<file path="config.mk">
export PLATFORM = sky130hd
export DESIGN_NAME = mem_stage_lsu
export DESIGN_NICKNAME = d
export VERILOG_FILES = /design/src/rtl/mem_stage_lsu.sv
export SDC_FILE = /design/constraint.sdc
export NUM_CORES = 1
export LEC_CHECK = 0
export BUFFER_PORTS_ARGS = -buffer_cell sky130_fd_sc_hd__buf_2
export CAP_MARGIN = 20
export CORE_MARGIN = 10
export CORE_UTILIZATION = 30
export DETAILED_ROUTE_END_ITERATION = 10
export GPL_ROUTABILITY_DRIVEN = 0
export GPL_TIMING_DRIVEN = 0
export PLACE_DENSITY = 0.61
export SYNTH_ARGS = -nofsm -noshare
export SYNTH_HDL_FRONTEND = slang
export SYNTH_SLANG_ARGS = --single-unit
</file>
<file path="constraint.sdc">
create_clock -name clk -period 7.8 [get_ports clk]
set_clock_uncertainty 0.05 [all_clocks]
set_input_delay 2.34 -clock clk [delete_from_list [all_inputs] [get_ports clk]]
set_output_delay 2.34 -clock clk [all_outputs]
set_load 0.01 [all_outputs]
</file>
<file path="src/rtl/mem_stage_lsu.sv">
// MEM-stage load/store unit: one req/gnt/rvalid data-bus transaction per load/store,
// load-data alignment/extension, pipeline stall and fault reporting.
module mem_stage_lsu #(
    parameter int unsigned TIMEOUT = 16
) (
    input  logic        clk,
    input  logic        rst,
    input  logic        mem_rd_i,
    input  logic        mem_wr_i,
    input  logic [2:0]  funct3_i,
    input  logic [31:0] addr_i,
    input  logic [31:0] wdata_i,
    input  logic        flush_i,
    output logic        dbus_req_o,
    output logic        dbus_we_o,
    output logic [31:0] dbus_addr_o,
    output logic [3:0]  dbus_be_o,
    output logic [31:0] dbus_wdata_o,
    input  logic        dbus_gnt_i,
    input  logic        dbus_rvalid_i,
    input  logic [31:0] dbus_rdata_i,
    input  logic        dbus_err_i,
    output logic [31:0] load_data_o,
    output logic        stall_o,
    output logic        fault_o,
    output logic [1:0]  fault_cause_o
);
    localparam int unsigned CW = $clog2(TIMEOUT + 1);

    typedef enum logic [1:0] {StIdle, StReq, StResp, StDone} state_e;

    state_e        state_q;
    logic [CW-1:0] cnt_q;
    logic          req_q, we_q, kill_q, fault_q;
    logic [1:0]    cause_q, off_q;
    logic [2:0]    funct3_q;
    logic [3:0]    be_q;
    logic [31:0]   addr_q, wdata_q, data_q;

    logic          op, size_ok, misaligned, idle_fault, accept, cnt_done, kill_now;
    logic [3:0]    be_d;
    logic [31:0]   wdata_d, rdata_shift, load_aligned;

    always_comb begin
        op = mem_rd_i | mem_wr_i;
        case (funct3_i)
            3'b000, 3'b001, 3'b010, 3'b100, 3'b101: size_ok = 1'b1;
            default:                                size_ok = 1'b0;
        endcase
        misaligned = (funct3_i[1:0] == 2'b01 && addr_i[0]) ||
                     (funct3_i[1:0] == 2'b10 && addr_i[1:0] != 2'b00);
        idle_fault = (state_q == StIdle) && op && !flush_i && (!size_ok || misaligned);
        accept     = (state_q == StIdle) && op && !flush_i && size_ok && !misaligned;

        be_d    = 4'b1111;
        wdata_d = wdata_i;
        if (mem_wr_i) begin
            case (funct3_i[1:0])
                2'b00: begin
                    be_d    = 4'b0001 << addr_i[1:0];
                    wdata_d = {4{wdata_i[7:0]}};
                end
                2'b01: begin
                    be_d    = addr_i[1] ? 4'b1100 : 4'b0011;
                    wdata_d = {2{wdata_i[15:0]}};
                end
                default: begin
                    be_d    = 4'b1111;
                    wdata_d = wdata_i;
                end
            endcase
        end

        rdata_shift = dbus_rdata_i >> {off_q, 3'b000};
        case (funct3_q)
            3'b000:  load_aligned = {{24{rdata_shift[7]}}, rdata_shift[7:0]};
            3'b001:  load_aligned = {{16{rdata_shift[15]}}, rdata_shift[15:0]};
            3'b100:  load_aligned = {24'b0, rdata_shift[7:0]};
            3'b101:  load_aligned = {16'b0, rdata_shift[15:0]};
            default: load_aligned = rdata_shift;
        endcase

        cnt_done = (cnt_q == CW'(TIMEOUT - 1));
        // A flush arriving together with the response still kills it.
        kill_now = kill_q | flush_i;
    end

    always_ff @(posedge clk or posedge rst) begin
        if (rst) begin
            state_q  <= StIdle;
            cnt_q    <= '0;
            req_q    <= 1'b0;
            we_q     <= 1'b0;
            kill_q   <= 1'b0;
            fault_q  <= 1'b0;
            cause_q  <= 2'b00;
            off_q    <= 2'b00;
            funct3_q <= 3'b000;
            be_q     <= 4'b0000;
            addr_q   <= '0;
            wdata_q  <= '0;
            data_q   <= '0;
        end else begin
            case (state_q)
                StIdle: begin
                    fault_q <= 1'b0;
                    if (accept) begin
                        state_q  <= StReq;
                        req_q    <= 1'b1;
                        we_q     <= mem_wr_i;
                        addr_q   <= {addr_i[31:2], 2'b00};
                        be_q     <= be_d;
                        wdata_q  <= wdata_d;
                        funct3_q <= funct3_i;
                        off_q    <= addr_i[1:0];
                        cnt_q    <= '0;
                        kill_q   <= 1'b0;
                    end
                end
                StReq: begin
                    if (dbus_gnt_i) begin
                        // Once granted the bus owes us a response, so flush only kills it.
                        state_q <= StResp;
                        req_q   <= 1'b0;
                        cnt_q   <= '0;
                        kill_q  <= flush_i;
                    end else if (flush_i) begin
                        state_q <= StIdle;
                        req_q   <= 1'b0;
                    end else if (cnt_done) begin
                        state_q <= StDone;
                        req_q   <= 1'b0;
                        fault_q <= 1'b1;
                        cause_q <= 2'b11;
                        data_q  <= '0;
                    end else begin
                        cnt_q <= cnt_q + CW'(1);
                    end
                end
                StResp: begin
                    if (dbus_rvalid_i) begin
                        state_q <= StDone;
                        data_q  <= (we_q || kill_now) ? '0 : load_aligned;
                        fault_q <= dbus_err_i && !kill_now;
                        cause_q <= 2'b10;
                    end else if (cnt_done) begin
                        state_q <= StDone;
                        data_q  <= '0;
                        fault_q <= !kill_now;
                        cause_q <= 2'b11;
                    end else begin
                        cnt_q  <= cnt_q + CW'(1);
                        kill_q <= kill_now;
                    end
                end
                default: begin
                    state_q <= StIdle;
                    fault_q <= 1'b0;
                end
            endcase
        end
    end

    assign dbus_req_o    = req_q;
    assign dbus_we_o     = we_q;
    assign dbus_addr_o   = addr_q;
    assign dbus_be_o     = be_q;
    assign dbus_wdata_o  = wdata_q;
    assign stall_o       = (state_q == StReq) || (state_q == StResp) || accept;
    assign fault_o       = idle_fault || (state_q == StDone && fault_q);
    assign fault_cause_o = idle_fault ? (size_ok ? 2'b01 : 2'b00) : cause_q;
    assign load_data_o   = (state_q == StDone) ? data_q : '0;
endmodule
</file>
-- After elaboration in Yosys (flattened, before gate mapping)
Cells that the tools add are included.
- muxes and demuxes: 49
- shift operators: 2
- reduce and logical (&&, ||, !) cells: 34
- eq/ne operators: 23
- bitwise operators: 2
- add/sub/neg operators: 1
- operator list (cell ; count):
    $mux W32 ; 7
    $pmux W32 S2 ; 2
    $pmux W32 S4 ; 1
    $shr A32 B5 Y32 ; 1
    $mux W5 ; 5
    $mux W2 ; 10
    $mux W1 ; 15
    $pmux W5 S3 ; 1
    $ne A2 B2 Y1 const B ; 7
    $eq A3 B3 Y1 const B ; 4
    $logic_and A1 B1 Y1 ; 9
    $mux W4 ; 2
    $pmux W4 S2 ; 1
    $reduce_and A4 Y1 ; 2
    $eq A2 B2 Y1 const B ; 3
    $eq A3 B1 Y1 const B ; 2
    $logic_not A3 Y1 ; 2
    $logic_or A1 B1 Y1 ; 6
    $ne A3 B3 Y1 const B ; 2
    $pmux W2 S3 ; 1
    $reduce_and A3 Y1 ; 2
    $reduce_bool A2 Y1 ; 3
    $add A5 B1 Y5 const B ; 1
    $eq A5 B4 Y1 const B ; 1
    14 further kinds ; 21
- register bits: 116
- logic and storage cells: 124
- output and inout port bits: 106
- bits of input ports: 107

-- Depth between registers and ports, before layout
Gate-level depths: netlist of the first run.
- depth after elaboration: 7
- mapped depth: 10
- depth with buffers taken out: 7

-- Worst setup path after synthesis of the first run
Ideal clock, no wire load.
- path kind: input-to-output
- start point: input funct3_i[2]
- end point: output fault_cause_o[0]
- data required time: 5.410 ns
- path buffers: 0
- cell stages on the path: 4
- arrival: 3.272 ns
- path slack: 2.138 ns
- path through: nor4_2 nor2_1 o211ai_1 mux2_2
- word-level cells in the longest chain between the ends: 7
- elaborated cells between the ends (all ways): 12
- those cells by class: eq/ne: 4; mux: 3; reduce/logical: 5
- RTL lines (item ; line ; source):
    start: declaration ; 10 ; input logic [2:0] funct3_i,
    $eq A3 B1 Y1, or another cell as far along ; 46 ; case (funct3_i)
    $reduce_or A5 Y1 (*) ; 46 ;
    $mux W1 (*) ; 46 ;
    $logic_not A1 Y1 ; 52 ; idle_fault = (state_q == StIdle) && op && !flush_i && (!size_ok || misaligned);
    $logic_or A1 B1 Y1 ; 52 ;
    $logic_and A1 B1 Y1 ; 52 ;
    $mux W2 (*) ; 171 ; assign fault_cause_o = idle_fault ? (size_ok ? 2'b01 : 2'b00) : cause_q;
    end: declaration ; 26 ; output logic [1:0] fault_cause_o
Mark *: on every way between the ends. The rest lies on a longest branch, timed or not.

-- Worst setup path after layout of the first run
- start point: input flush_i
- end point: output stall_o
- word-level cells in the longest chain between the ends: 5
- RTL lines (item ; line ; source):
    start: declaration ; 13 ; input logic flush_i,
    $logic_not A1 Y1 ; 53 ; accept = (state_q == StIdle) && op && !flush_i && size_ok && !misaligned;
    $logic_and A1 B1 Y1 (3 in a row) ; 53 ;
    $logic_or A1 B1 Y1 ; 169 ; assign stall_o = (state_q == StReq) || (state_q == StResp) || accept;
    end: declaration ; 24 ; output logic stall_o,
Every way passes these cells.

==> flow_metrics.tcl, run 1 <==
set metrics [dict create \
    crit_buf_inv 4 \
    fin_crit_ns 6.11 \
    slew_viol_final 0 \
    diodes 0 \
    grt_max_degree 63 \
    hold_start "dbus_addr_o[3]" \
    final_hold_viol_count 0 \
    pwr-share-clk_pct 28.4 \
    syn_to_final_growth_pct 35.1 \
    clkSinkCount 116 \
    drc_errors 0 \
    min_path_cells 2 \
    hp-class "reg2reg" \
    syn_area_per_cell_um2 8.87 \
    grt_overflow_total 0 \
    core_um2 19300 \
    drtIter0Drc 301 \
    io_buffer_count 210 \
    clk_path_buf_depth 2 \
    die_w_um 160 \
    ant_nets 0 \
    vias 5524 \
    switching_share_pct 36.8 \
    post-route-util_pct 41.1 \
    htreeDepth 4 \
    cpPeakStageDelay_ns 0.50 \
    gr-usage-met3_pct 6.68 \
    cp.required_ns 5.41 \
    setup_tns_ns 0 \
    cp_num_cells 7 \
    cp.arrival_ns 3.72 \
    synth_edf_count 0 \
    rows 51 \
    post-route-period-util_pct 78.3 \
    busiest_layer "met2" \
    leakage_nw 4.18 \
    layout_setup_ws_ns 1.69 \
    rsz0062_at_grt "no" \
    postCtsResizedCells 0 \
    cts_tree "yes" \
    p_int_mw 1.89 \
    fill_cells 1982 \
    numCtsBuffers 17 \
    status "finished clean" \
    worst_slew_pin_slew_ns 0.768 \
    root_buffer "clkbuf_16" \
    crit_family "buffers and inverters" \
    placed_cells 1139 \
    ff2ff_path_depth 8 \
    clk_latency_ns 0.41 \
    dieArea_um2 25600 \
    place_ws_ns 1.67 \
    max-cap-violations 0 \
    ios 213 \
    synth_ff_type "dfrtp_1" \
    grt_usage_pct 15.7 \
    end_kind "output pin" \
    worstSetupStartpointType "input port" \
    num-nets-final 1006 \
    grt_use_met1_pct 20.2 \
    cellPowerDensity_nw_per_um2 376 \
    r2r-start "state_q[0]" \
    finalSetupViolations 0 \
    crit_fanout 10 \
    vias_per_cell 4.72 \
    initial_core_util_pct 30.4 \
    post_cts_buffers 0 \
    syn_inst 662 \
    synth_warnings 0 \
    first_pass_iters 4 \
    cts_hold_buf 0 \
    wl_per_cell_um 17.4 \
    async_flop_share_pct 100 \
    pwr-share-comb_pct 37.0 \
    ir_drop_mv 0.168 \
    grt_first_pass_wirelength_um 32300 \
    antenna_found_initial 4 \
    ys_seq_area_share_pct 49.4 \
    fmax_ghz 0.164 \
    grtUsageMet2_pct 23.6 \
    max-slew-margin-rel_pct 48.8 \
    synth_seq_cells 116 \
    worst-setup-path-type "in2out" \
    dp_hpwl_um 15900 \
    drive_above_1_share_pct 33.1 \
    crit_path_start "flush_i" \
    grt_pass1_vias 5645 \
    die_h_um 160 \
    cp_common_cell "buf_2" \
    synthDistinctLibCells 48 \
    switching_power_mw 1.10 \
    path_clk_slew_ns 0.05 \
    cp_slowest_cell "clkbuf_1" \
    crit_chain "buf_2, buf_6, and2b_1, o221ai_1, clkbuf_1, nand2b_1, buf_2" \
    power_frac_seq_pct 34.6 \
    routed_wl_um 20400 \
    final_cells 1171 \
    synth_area_um2 5870 \
]
==> state kept, by name (all words and copies together), names as in the netlist, 2 cells and up <==
signal,cells
dbus_addr_o,30
state_q,2
cnt_q,5
dbus_be_o,4
cause_q,2
data_q,32
funct3_q,3
dbus_wdata_o,32
off_q,2
==> layout make-up <==
class	count	area, um^2	share of cell area (%)
Clock inverter	11	174	2.19
Tap cell	265	332	4.18
Multi-Input combinational cell	495	2730	34.4
Inverter	6	27.5	0.347
Timing Repair Buffer	211	1080	13.6
Sequential cell	116	2900	36.6
Buffer	46	224	2.82
Clock buffer	21	470	5.93
==> through the flow <==
stage / total power [mW] / hold slack, ns / area [um^2]
detailed placement: 2.16 / 0.406 / 7290
global placement: 2.14 / 0.395 / 7260
floorplan: 1.70 / 0.375 / 5880
CTS: 3.02 / 0.421 / 7940
global route: 3.21 / 0.435 / 7940
finish: 2.98 / 0.415 / 7940
==> Yosys cell counts, types with 7 or more instances <==
cell	number	area share, %
and2_1	36	3.8
nand3_1	36	3.1
mux2i_1	23	3.9
nand2_1	209	13
buf_2	17	1.4
a22oi_1	14	1.8
nor2_1	15	0.96
mux2_2	21	4.0
nand3b_1	7	0.89
o21ai_0	40	3.4
nand2b_1	9	0.96
dfrtp_1	116	49
clkbuf_1	23	1.5
a21oi_1	30	2.6
==> final timing paths <==
check	slack (ns)	endpoint
worst max register to register	5.22	dbus_wdata_o[19]
worst min-delay path	0.41	dbus_addr_o[3]
worst min register to register	0.41	dbus_addr_o[3]
max in group asynchronous	5.07	cnt_q[2]
worst max-delay path	1.69	stall_o
min in group asynchronous	1.93	dbus_addr_o[15]
==> layout by cell type (no fill, tap or decap), drive strengths merged, types with 2 or more instances in the layout <==
master,count
nand3,36
nor4,5
a31oi,5
dfrtp,116
buf,234
or3,2
mux2,21
nand3b,7
mux2i,23
nand2b,9
clkinvlp,3
nor3,4
clkbuf,44
o211ai,2
o21ai,44
a21boi,2
and2,36
conb,2
a22oi,15
nor2b,3
bufinv,4
nor2,15
a31o,2
clkinv,3
ha,6
a21oi,30
or2,3
inv,7
nand2,209
==> worst register-to-register path, delay by kind of cell, from the launching register on <==
family          cells  cell delay, ns
compound gates      2            0.28
fa+ha+maj           1            0.20
buf+inv             4            1.23
flops               1            0.45
simple gates        1            0.23
==> cells by family after synthesis <==
family / count (synthesis) / synth area share (%)
flops: 116 / 49.4
fa+ha+maj: 6 / 1.28
compound gates: 109 / 11.2
mux: 44 / 7.94
other cells: 1 / 0.0638
buf+inv: 52 / 4.20
simple gates: 334 / 25.9
==> power by group through the flow <==
stage               combinational, mW  clock, mW  sequential (mW)
floorplan                       0.599          0             1.10
CTS                              1.12      0.867             1.03
detailed placement               1.12          0             1.04
global route                     1.24      0.899             1.07
global placement                 1.10          0             1.04
finish                           1.10      0.848             1.03
==> routing by layer <==
| layer | up-vias | part of all wire [%] |
|---|---|---|
| met5 | - | 0.23 |
| met4 | 8 | 1.1 |
| met3 | 21 | 9.8 |
| met2 | 233 | 44 |
| met1 | 2581 | 45 |
| li1 | 2681 | - |
No activity file was read; power rests on OpenSTA's default activity.
==> inputs of run 2 (changes only) <==
- ABC_AREA: unset -> 1
- clock period: 7.8 -> 6.13 ns (I/O delays scaled with it)
==> run 2 against run 1 <==
Against the previous run:
- clock power up 14%
- register-to-register slack worse by 1.2 ns
- worst hold slack lost 0.0041 ns
- synthesized area is 4.4% higher
- wire length is 5.3% higher
- global-route usage is 0.42 points higher
- cell area is 2.4% higher
- first-iteration DRC count rose by 34%
- total power grew 29%
==> flow_metrics.tcl, run 2 <==
set metrics [dict create \
    postCtsResizedCells 0 \
    ios 213 \
    wl_per_cell_um 15.8 \
    cellPowerDensity_nw_per_um2 473 \
    ys_top_cells_by_count "347 x nand2_1, 116 x dfrtp_1, 96 x inv_1, 66 x o21ai_0, 48 x nor2_1" \
    synthDistinctLibCells 28 \
    ff2ff_path_depth 9 \
    leakage_nw 4.77 \
    drc_errors 0 \
    yosysTopAreaCellShare_pct 47.3 \
    layout_common_cells "347 x nand2_1, 221 x buf_2, 116 x dfrtp_1" \
    die_w_um 163 \
    syn_area_per_cell_um2 7.21 \
    post_cts_buffers 0 \
    htreeDepth 4 \
    ir_drop_mv 0.213 \
    cp.arrival_ns 3.30 \
    grt_pass1_vias 6312 \
    worstReg2RegEnd "data_q[11]" \
    synth_ff_type "dfrtp_1" \
    grt_use_met1_pct 20.2 \
    setup_tns_ns 0 \
    hold_ws_ns 0.411 \
    grt_max_degree 83 \
    max-slew-margin-rel_pct 51.1 \
    post-route-period-util_pct 84.7 \
    dp_hpwl_um 16600 \
    io_buffer_count 209 \
    rsz0062_at_grt "no" \
    routed_wl_um 21500 \
    drive_above_1_share_pct 26.8 \
    yosys.area.top_type "dfrtp_1" \
    vias 6223 \
    antenna_found_initial 2 \
    clk_latency_ns 0.41 \
    r2r_slack_ns 3.99 \
    worst_slew_pin_slew_ns 0.733 \
    grt_overflow_total 0 \
    synth_area_um2 6130 \
    min_path_cells 2 \
    mostFrequentLayoutCell "nand2_1" \
    dpl_cell_area_um2 7550 \
    grtUsageMet2_pct 25.1 \
    fin_crit_ns 5.19 \
    endpoint "stall_o" \
    p_total_mw 3.85 \
    placed_cells 1331 \
    place_ws_ns 0.908 \
    gr-usage-met3_pct 6.77 \
    first_pass_iters 5 \
    die_h_um 163 \
    drtIter0Drc 402 \
    finalSetupViolations 0 \
    max-cap-violations 0 \
    cp.required_ns 4.24 \
    grt_usage_pct 16.1 \
    final_hold_viol_count 0 \
    hp-class "reg2reg" \
    worstSetupStartpointType "input port" \
    layout_setup_ws_ns 0.937 \
    grt_first_pass_wirelength_um 34100 \
    clk_path_buf_depth 2 \
    yosysMostFrequentCell "nand2_1" \
    core_um2 20200 \
    path_clk_slew_ns 0.06 \
    synth_warnings 0 \
    crit_fanout 10 \
    ys_seq_area_share_pct 47.3 \
    final_area_um2 8130 \
    crit_path_start "funct3_i[1]" \
    worst-setup-path-type "in2out" \
    post-route-util_pct 40.3 \
    status "finished clean" \
    yosys-top-cells-area "dfrtp_1 47%, nand2_1 21%, inv_1 5.9%" \
    syn_to_final_growth_pct 32.5 \
    syn_inst 850 \
    async_flop_share_pct 100 \
    initial_core_util_pct 30.4 \
    fmax_ghz 0.193 \
    numCtsBuffers 17 \
    busiest_layer "met2" \
    vias_per_cell 4.56 \
    final_cells 1364 \
    clkSinkCount 116 \
    root_buffer "clkbuf_16" \
    rows 52 \
    dieArea_um2 26600 \
    ant_nets 0 \
    fill_cells 2209 \
    num-nets-final 1193 \
    cts_hold_buf 0 \
    synth_edf_count 0 \
    end_kind "output pin" \
    synth_seq_cells 116 \
    r2r-start "state_q[1]" \
    slew_viol_final 0 \
    cts_tree "yes" \
]
-- run 2: changes by cell type after synthesis, moves of 9 or more --
cell / previous run / this run
mux2i_1: 23 / 0
a22oi_1: 14 / 0
a31oi_1: 5 / 20
o21ai_0: 40 / 66
inv_1: 6 / 96
and2_1: 36 / 0
nand2b_1: 9 / 0
nor2_1: 15 / 48
mux2_2: 21 / 0
nand2_1: 209 / 347
-- run 2: cell families after synthesis --
kind of cell	after synthesis	synth area share [%]
and+or+nand+nor	442	28.7
buffers and inverters	146	10.3
AOI/OAI and AO/OA	138	12.2
DFF	116	47.3
adders and majority gates	6	1.22
xor gates and xnor gates	1	0.143
other	1	0.0612
-- run 2: area by class of cell --
cell class | instances | area, um^2 | area share, %
Tap cell | 270 | 338 | 4.16
Antenna cell | 1 | 2.50 | 0.0308
Sequential cell | 116 | 2900 | 35.7
Clock buffer | 21 | 470 | 5.79
Buffer | 44 | 249 | 3.06
Timing Repair Buffer | 210 | 1070 | 13.2
Multi-Input combinational cell | 589 | 2600 | 32.0
Inverter | 102 | 388 | 4.77
Clock inverter | 11 | 103 | 1.26
-- run 2: worst min path at each step --
stage	endpoint	from	slack, ns
floorplan	cause_q[1]	cause_q[1]	0.37
global placement	cause_q[1]	cause_q[1]	0.40
detailed placement	cause_q[1]	cause_q[1]	0.40
CTS	cause_q[1]	cause_q[1]	0.41
global route	dbus_addr_o[7]	dbus_addr_o[7]	0.45
finish	cause_q[1]	cause_q[1]	0.41
-- run 2: critical path, cell delays in order --
cell and delay, ns:
buf_2 0.12, inv_1 0.14, nand2_2 0.18, nor2_1 0.15, nor2_2 0.08, nand2_2 0.13
inv_2 0.09, buf_6 0.16, or2_2 0.27, buf_2 0.14
-- run 2: per-layer routing --
layer	wire length [um]	share of wire, %
met2	9650	45
met1	9600	45
met5	7	0.033
met3	2070	9.6
met4	179	0.83
-- run 2: report_power, final --
| part | total, mW | internal [mW] | switching, mW |
|---|---|---|---|
| Combinational | 1.56 | 0.586 | 0.975 |
| Clock | 0.967 | 0.589 | 0.378 |
| Sequential | 1.32 | 1.11 | 0.206 |
==> inputs of run 3 (changes only) <==
- PLACE_DENSITY: 0.61 -> 0.62
- clock period: 6.13 -> 4.2 ns (I/O delays scaled with it)
==> run 3 against run 2 <==
Against the previous run:
- register-to-register slack lost 2.0 ns
- non-clock buffer count grew 2
- via count grew 0.37%
- cell count is essentially flat
- die area is the same
- setup slack lost 0.73 ns
==> flow_metrics.tcl, run 3 (synthesis gave the netlist of run 2 again) <==
set metrics [dict create \
    rows 52 \
    grt_overflow_total 0 \
    crit_fanout 10 \
    io_buffer_count 209 \
    drc_errors 0 \
    vias 6246 \
    vias_per_cell 4.58 \
    htreeDepth 4 \
    path_clk_slew_ns 0.05 \
    end_kind "output pin" \
    leakage_nw 4.79 \
    numCtsBuffers 17 \
    post-route-util_pct 40.5 \
    fill_cells 2147 \
    routed_wl_um 21400 \
    worstReg2RegEnd "data_q[15]" \
    worst-setup-path-type "in2out" \
    post_cts_buffers 0 \
    slew_viol_final 0 \
    grt_usage_pct 15.9 \
    final_area_um2 8160 \
    setup_tns_ns 0 \
    cp.arrival_ns 2.69 \
    r2r-start "state_q[1]" \
    cts_tree "yes" \
    cts_hold_buf 0 \
    grt_pass1_vias 6264 \
    clkSinkCount 116 \
    cp.required_ns 2.89 \
    antenna_found_initial 2 \
    num-nets-final 1195 \
    grt_first_pass_wirelength_um 33700 \
    hold_ws_ns 0.421 \
    max-cap-violations 0 \
    final_hold_viol_count 0 \
    status "finished clean" \
    postCtsResizedCells 0 \
    fmax_ghz 0.250 \
    first_pass_iters 5 \
    crit_path_start "funct3_i[1]" \
    grt_max_degree 33 \
    p_total_mw 5.63 \
    post-route-period-util_pct 95.1 \
    drive_above_1_share_pct 26.8 \
    dieArea_um2 26600 \
    ir_drop_mv 0.321 \
    drtIter0Drc 330 \
    worst_slew_pin_slew_ns 0.796 \
    ff2ff_path_depth 9 \
    placed_cells 1333 \
    multi_input_area_um2 2600 \
    dp_hpwl_um 16600 \
    rsz0062_at_grt "no" \
    mostFrequentLayoutCell "nand2_1" \
    initial_core_util_pct 30.4 \
    root_buffer "clkbuf_16" \
    max-slew-margin-rel_pct 47.0 \
    r2r_slack_ns 2.01 \
    fin_crit_ns 4.00 \
    core_um2 20200 \
    final_cells 1365 \
    wl_per_cell_um 15.6 \
    layout_common_cells "347 x nand2_1, 221 x buf_2, 116 x dfrtp_1" \
    clk_path_buf_depth 2 \
    die_h_um 163 \
    worstSetupStartpointType "input port" \
    diodes 0 \
    clk_latency_ns 0.41 \
    syn_to_final_growth_pct 33.1 \
    ios 213 \
    place_ws_ns 0.166 \
    endpoint "stall_o" \
    dpl_cell_area_um2 7580 \
    layout_setup_ws_ns 0.204 \
    finalSetupViolations 0 \
    ant_nets 0 \
    cellPowerDensity_nw_per_um2 690 \
    regArea_um2 2900 \
    hp-class "reg2reg" \
    die_w_um 163 \
]
==> run 3: worst min path at each step <==
stage | from | to | slack [ns] | cells past startpoint
finish | data_q[2] | data_q[2] | 0.42 | 2
global route | data_q[27] | data_q[27] | 0.44 | 2
CTS | data_q[2] | data_q[2] | 0.42 | 2
detailed placement | data_q[2] | data_q[2] | 0.41 | 2
global placement | cause_q[1] | cause_q[1] | 0.40 | 2
floorplan | cause_q[1] | cause_q[1] | 0.37 | 2
==> run 3: layout make-up <==
cell class	instances	share of cell area (%)
multi-input combinational	589	31.9
inverter	102	4.74
sequential	116	35.6
buffer	44	3.05
clock buffer	20	5.47
tap	270	4.14
clock inverter	12	1.61
timing repair buffer	212	13.6
==> run 3: metal layers <==
layer / global-route usage, % / part of all wire (%)
met1: 19.5 / 43
met5: 0 / 0.037
met4: 4.51 / 1.7
met3: 7.13 / 11
met2: 24.7 / 44
==> run 3: report_power, final <==
| group | total [mW] | internal [mW] | leakage (nW) | switching (mW) |
|---|---|---|---|---|
| logic | 2.28 | 0.859 | 3.07 | 1.42 |
| clock network | 1.43 | 0.888 | 0.272 | 0.545 |
| registers | 1.92 | 1.62 | 1.45 | 0.295 |
| total | 5.63 | 3.37 | 4.79 | 2.26 |
==> run 3: worst max-delay path, cell delays in order <==
cell,delay [ns]
buf_2,0.12
inv_1,0.14
nand2_2,0.17
nor2_1,0.15
nor2_2,0.07
nand2_2,0.11
inv_2,0.09
buf_6,0.16
or2_2,0.26
buf_2,0.14
